<file path="src/rtl/mips_pkg.sv">
// Shared MIPS pipeline definitions: opcode constants, nop encoding and fetch FSM states.
package mips_pkg;

  localparam logic [5:0] OP_RTYPE = 6'b000000;
  localparam logic [5:0] OP_LW    = 6'b100011;
  localparam logic [5:0] OP_SW    = 6'b101011;
  localparam logic [5:0] OP_BEQ   = 6'b000100;
  localparam logic [5:0] OP_BNE   = 6'b000101;
  localparam logic [5:0] OP_J     = 6'b000010;

  localparam logic [31:0] NOP_INSTR = 32'h0000_0000;

  typedef enum logic [0:0] {
    FETCH = 1'b0,
    HOLD  = 1'b1
  } fetch_state_t;

endpackage

</file>
<file path="src/rtl/if_stage.sv">
// Instruction-fetch stage: owns the PC, drives a req/ack imem port, fills IF/ID and keeps a
// one-entry hold buffer for a word that returns while ID is stalled.
module if_stage
  import mips_pkg::*;
#(
  parameter int unsigned     XLEN     = 32,
  parameter logic [XLEN-1:0] RESET_PC = '0
) (
  input  logic            clk,
  input  logic            rst,
  output logic            imem_req,
  output logic [XLEN-1:0] imem_addr,
  input  logic            imem_ack,
  input  logic [XLEN-1:0] imem_rdata,
  input  logic            stall,
  input  logic            redirect,
  input  logic [XLEN-1:0] redirect_pc,
  output logic [XLEN-1:0] pc,
  output logic            ifid_valid,
  output logic [XLEN-1:0] ifid_instr,
  output logic [XLEN-1:0] ifid_pc4,
  output logic [5:0]      ifid_opcode,
  output logic [5:0]      ifid_func
);

  fetch_state_t    state_q, state_d;
  logic [XLEN-1:0] pc_q, pc_d;
  logic [XLEN-1:0] pc_plus4;
  logic            valid_q, valid_d;
  logic [XLEN-1:0] instr_q, instr_d;
  logic [XLEN-1:0] pc4_q, pc4_d;
  logic [XLEN-1:0] hold_instr_q, hold_instr_d;
  logic [XLEN-1:0] hold_pc4_q, hold_pc4_d;

  assign pc_plus4 = pc_q + XLEN'(4);

  // Next-state logic: redirect beats stall; an ack in a redirect cycle is dropped.
  always_comb begin
    state_d      = state_q;
    pc_d         = pc_q;
    valid_d      = valid_q;
    instr_d      = instr_q;
    pc4_d        = pc4_q;
    hold_instr_d = hold_instr_q;
    hold_pc4_d   = hold_pc4_q;

    if (redirect) begin
      pc_d    = {redirect_pc[XLEN-1:2], 2'b00};
      valid_d = 1'b0;
      instr_d = XLEN'(NOP_INSTR);
      state_d = FETCH;
    end else begin
      unique case (state_q)
        FETCH: begin
          if (imem_ack) begin
            pc_d = pc_plus4;
            if (stall) begin
              hold_instr_d = imem_rdata;
              hold_pc4_d   = pc_plus4;
              state_d      = HOLD;
            end else begin
              valid_d = 1'b1;
              instr_d = imem_rdata;
              pc4_d   = pc_plus4;
            end
          end else if (!stall) begin
            valid_d = 1'b0;
            instr_d = XLEN'(NOP_INSTR);
          end
        end
        HOLD: begin
          if (!stall) begin
            valid_d = 1'b1;
            instr_d = hold_instr_q;
            pc4_d   = hold_pc4_q;
            state_d = FETCH;
          end
        end
        default: state_d = FETCH;
      endcase
    end
  end

  // State, PC, IF/ID and hold-buffer registers with synchronous reset.
  always_ff @(posedge clk) begin
    if (rst) begin
      state_q      <= FETCH;
      pc_q         <= RESET_PC;
      valid_q      <= 1'b0;
      instr_q      <= '0;
      pc4_q        <= '0;
      hold_instr_q <= '0;
      hold_pc4_q   <= '0;
    end else begin
      state_q      <= state_d;
      pc_q         <= pc_d;
      valid_q      <= valid_d;
      instr_q      <= instr_d;
      pc4_q        <= pc4_d;
      hold_instr_q <= hold_instr_d;
      hold_pc4_q   <= hold_pc4_d;
    end
  end

  // Request is decoded from state; suppressed while reset is held.
  always_comb begin
    imem_req = !rst && (state_q == FETCH);
  end

  assign imem_addr   = pc_q;
  assign pc          = pc_q;
  assign ifid_valid  = valid_q;
  assign ifid_instr  = instr_q;
  assign ifid_pc4    = pc4_q;
  assign ifid_opcode = instr_q[XLEN-1:XLEN-6];
  assign ifid_func   = instr_q[5:0];

endmodule

</file>
<file path="config.mk">
export PLATFORM = sky130hd
export DESIGN_NAME = if_stage
export DESIGN_NICKNAME = d
export VERILOG_FILES = /design/src/rtl/mips_pkg.sv /design/src/rtl/if_stage.sv
export SDC_FILE = /design/constraint.sdc
export NUM_CORES = 1
export LEC_CHECK = 0
export ABC_AREA = 1
export CAP_MARGIN = 20
export CORE_UTILIZATION = 40
export DETAILED_ROUTE_END_ITERATION = 10
export HOLD_SLACK_MARGIN = 0.12
export PLACE_DENSITY = 0.73
export REMOVE_ABC_BUFFERS = 1
export SYNTH_ARGS = -nofsm -noshare
export SYNTH_HDL_FRONTEND = slang
export SYNTH_SLANG_ARGS = --single-unit
</file>
<file path="constraint.sdc">
create_clock -name clk -period 2.48 [get_ports clk]
set_input_delay 0.744 -clock clk [delete_from_list [all_inputs] [get_ports clk]]
set_output_delay 0.744 -clock clk [all_outputs]
set_load 0.02 [all_outputs]
</file>
---- After elaboration in Yosys (flattened, before gate mapping) ----
Index checks and enable logic that the tools add are counted.
word-level totals
  bits in registers ....................... 162
  latch bits .............................. 0
  bits in writable memories ............... 0
  ROM bits ................................ 0
  bits of input ports ..................... 69
  output and inout bits ................... 142
  logic and storage cells ................. 44
  memories ................................ 0
cells by class
  $add $sub $neg .......................... 1
  multiply operators ...................... 0
  div/mod/pow operators ................... 0
  order comparisons ....................... 0
  equality and inequality tests ........... 5
  shifts and indexed selects .............. 0
  multiplexer cells ....................... 19
  bitwise operators ....................... 2
  reduce and logical (&&, ||, !) cells .... 9
operator list
  cell                                                              number
  32-bit two-way mux                                                10
  32-bit case mux with 2 select lines                               2
  32-bit by 3-bit adder with 32-bit output (second input constant)  1
  2-bit != test (second input constant)                             4
  4-bit AND reduction                                               2
  2-bit AND reduction                                               3
  1-bit two-way mux                                                 5
  1-bit case mux with 2 select lines                                2
  3-bit != test (second input constant)                             1
  1-bit NOT                                                         2
  2-bit nonzero test                                                1
  2-bit OR reduction                                                1
  1-bit logical AND                                                 1
  1-bit logical NOT                                                 1

---- Depth between registers and ports, before layout ----
  depth after elaboration ................. 4
  gate-level depth with buffers ........... 10
  depth with buffers taken out ............ 10

---- Least setup slack after synthesis ----
Ideal clock, no wire load.
  kind .................................... input-to-output
  from .................................... input rst
  to ...................................... output imem_req
  arrival time ............................ 1.387 ns
  data required time ...................... 1.736 ns
  setup slack ............................. 0.349 ns
  stages on the path ...................... 3
  buffers on the path ..................... 2
  cell sequence ........................... buf_2 clkbuf_1 nor2_1
on the way
  word-level cells in the longest chain between the ends .. 2
ends and longest elaborated chain
  item               line             text
  start, declared    if_stage.sv:10   input logic rst,
  1-bit logical NOT  if_stage.sv:107  imem_req = !rst && (state_q == FETCH);
  1-bit logical AND  if_stage.sv:107
  end, declared      if_stage.sv:11   output logic imem_req,
Every way passes these cells.

---- Worst setup path after layout ----
  from .................................... register pc_q[12], in the netlist imem_addr[12]
  to ...................................... output pc[12]
RTL lines
  item                    line            text
  start, declared         if_stage.sv:27  logic [XLEN-1:0] pc_q, pc_d;
  start signal, assigned  if_stage.sv:96  pc_q <= pc_d;
  end, declared           if_stage.sv:18  output logic [XLEN-1:0] pc,
No word-level cell between the ends.

==> flow_metrics.py <==
metrics = {
    "clocking": {
        "clockRootBuffer": "clkbuf_16",
        "cts.reportedPaths.clkPinSlew_ns": 0.06,
        "cts_setup_buffers": 0,
        "cts_resized": 0,
        "cts_sinks": 156,
        "cts_made_buffers": 17,
        "cts_tree": "done",
        "clockBufferDepth": 2,
        "clock_latency_ns": 0.43,
        "ctsHoldBuffers": 0,
        "cts_max_level": 4,
    },
    "floorplanning": {
        "core.rowCount": 49,
        "die-area_mm2": 0.0195,
        "dieWidth_um": 139,
        "boundaryPins": 211,
        "core_area_mm2": 0.0183,
        "initial_core_util_pct": 41.4,
        "die_h_um": 139,
    },
    "detailed_routing": {
        "first_iter_violations": 504,
        "routed_wl_mm": 22.1,
        "vias": 7417,
        "drc": 0,
        "wire_per_inst_um": 15.0,
        "first_pass_iters": 5,
        "ant_nets": 0,
        "via_per_inst": 5.05,
    },
    "sta": {
        "worst_slack_ns": 0.0926,
        "clock_skew_ns": 0.00974,
        "finalCritPeriodShare_pct": 96.3,
        "grt_setup_unrepaired": "false",
        "post-route-min-period_ns": 2.39,
        "clock.fmax_mhz": 419,
        "final_hold_viol_count": 0,
        "slew_violations": 0,
        "setup_viol": 0,
    },
    "placement": {
        "dp_worst_setup_slack_ns": 0.106,
        "dpl.hpwl_mm": 15.0,
        "place_area_mm2": 0.00955,
        "port_buffers": 202,
        "dp_cells": 1437,
        "gp_congestion": 0.881,
    },
    "global_routing": {
        "antenna_found_initial": 0,
        "grt_pass1_vias": 6960,
        "grt_usage_pct": 23.1,
        "grt_pass1_wl_mm": 35.8,
        "grt_max_degree": 35,
        "grt_overflow": 0,
    },
    "min_path": {
        "min-delay-path-class": "flip-flop to flip-flop",
        "holdCritStartpoint": "hold_pc4_q[3]",
        "hold_depth": 2,
        "hold_end": "ifid_pc4[3]",
    },
    "setup_path": {
        "critPathLaunchType": "flip-flop",
        "cp-end-kind": "output pin",
        "crit_arrival_ns": 1.64,
        "r2r-end": "hold_pc4_q[28]",
        "crit_fanout": 6,
        "slowest_stage": "clkdlybuf4s50_1",
        "crit_type": "flip-flop to output pin",
        "crit_path_cell_trace": "clkdlybuf4s50_1",
        "r2r_start": "imem_addr[2]",
        "crit_buf_inv": 1,
        "crit_path_max_incr_delay_ns": 0.68,
        "cp.required_ns": 1.74,
        "r2r_slack_ns": 0.68,
        "rr_worst_depth": 10,
        "crit_family": "buffers and inverters",
    },
    "yosys": {
        "synth_cell_types": 34,
        "synth_common_cells": "nand2_1 (253), dfxtp_1 (156), nor2_1 (149)",
        "yosysWarnings": 0,
        "yosysMostFrequentCell": "nand2_1",
        "synth_edf_count": 0,
        "syn_inst": 1085,
        "synth-seq-cells": 156,
        "ys_seq_area_share_pct": 41.3,
        "synth_largest_area_cell": "dfxtp_1",
        "yosysTopAreaCellShare_pct": 41.3,
        "avgSynthCellArea_um2": 6.97,
        "synth-async-reset-ratio_pct": 0,
        "synth_flop_cell": "dfxtp_1",
        "syn-cell-area_mm2": 0.00756,
        "ys_top_cells_by_area": "dfxtp_1 (41%), nand2_1 (13%), a21oi_1 (7.9%), nor2_1 (7.4%), o21ai_0 (6.9%)",
    },
    "finish": {
        "num-nets-final": 1297,
        "area_growth_pct": 34.1,
        "antennaDiodeCount": 0,
        "stdcell_area_mm2": 0.0101,
        "final_util_pct": 55.5,
        "drive_above_1_share_pct": 7.42,
        "instances_no_fill": 1469,
    },
    "power_and_ir_drop": {
        "p_per_area_mw_per_mm2": 633,
        "leakage_uw": 0.00421,
        "ir_drop_mv": 0.478,
    },
    "run": {
        "maxCapViolCount": 0,
    },
    "run_status": {
        "status": "finished, final reports clean",
    },
}
[per-stage QoR]
step	TNS [ns]	hold WS [ns]	total power [µW]
after floorplan	-126.35	0.451	3260
final	0	0.473	6420
after CTS	0	0.474	6460
after global placement	0	0.455	3790
after global routing	0	0.488	6680
after detailed placement	0	0.466	3800
[cell usage in the layout, fill, tap and decap left out, drive strengths merged, types with 5 or more instances in the layout]
| cell type | n |
|---|---|
| o21ai | 108 |
| dfxtp | 156 |
| nand2 | 261 |
| nor2 | 162 |
| clkdlybuf4s50 | 201 |
| clkinv | 5 |
| conb | 6 |
| xor2 | 12 |
| a22oi | 8 |
| nand3 | 22 |
| a21boi | 17 |
| a31oi | 10 |
| a22o | 7 |
| inv | 82 |
| buf | 29 |
| clkbuf | 18 |
| a21oi | 119 |
[routing by layer]
| layer | GRT usage, % | share of wire, % | up-vias |
|---|---|---|---|
| li1 | - | - | 3696 |
| met1 | 29.4 | 44 | 3399 |
| met2 | 39.5 | 47 | 301 |
| met3 | 4.23 | 7.4 | 21 |
| met4 | 7.37 | 1.1 | 0 |
| met5 | 0 | 0 | - |
[power breakdown]
group | total, µW | leakage, µW | switching [µW] | internal, µW
logic | 1010 | 0.00265 | 550 | 456
registers | 2740 | 0.00128 | 107 | 2640
clock network | 2670 | 0.000287 | 1080 | 1590
total | 6420 | 0.00421 | 1740 | 4680
[cell type report]
cell class                      instances  area (µm²)
Sequential cell                       156        3120
Fill cell                            1748        8130
Clock buffer                           18         429
Multi-Input combinational cell        743        3510
Clock inverter                         14         168
Timing Repair Buffer                  230        2330
Tap cell                              229         287
Inverter                               79         297
[worst max path at each step]
stage | start | endpoint | slack, ns | cells after the start
after floorplan | state_q | hold_pc4_q[20] | -1.58 | 8
after global placement | rst | imem_req | 0.14 | 3
after detailed placement | redirect | hold_instr_q[7] | 0.11 | 7
after CTS | imem_addr[17] | imem_addr[17] | 0.1 | 1
after global routing | imem_addr[17] | imem_addr[17] | 0.07 | 1
final | imem_addr[12] | pc[12] | 0.09 | 1
[cells by family after synthesis]
logic type | share of synthesized area, %
flops | 41.3
other cells | 0.0496
xor+xnor | 2.23
compound gates | 19.3
simple gates | 24.4
buf+inv | 12.6
fa+ha+maj | 0.165
[state kept, by name, indices dropped and copies added, names as in the netlist]
name / cells
hold_pc4_q: 30
ifid_instr: 32
hold_instr_q: 32
ifid_valid: 1
imem_addr: 30
ifid_pc4: 30
state_q: 1
Note: power is estimated with default switching activity, not from simulation.
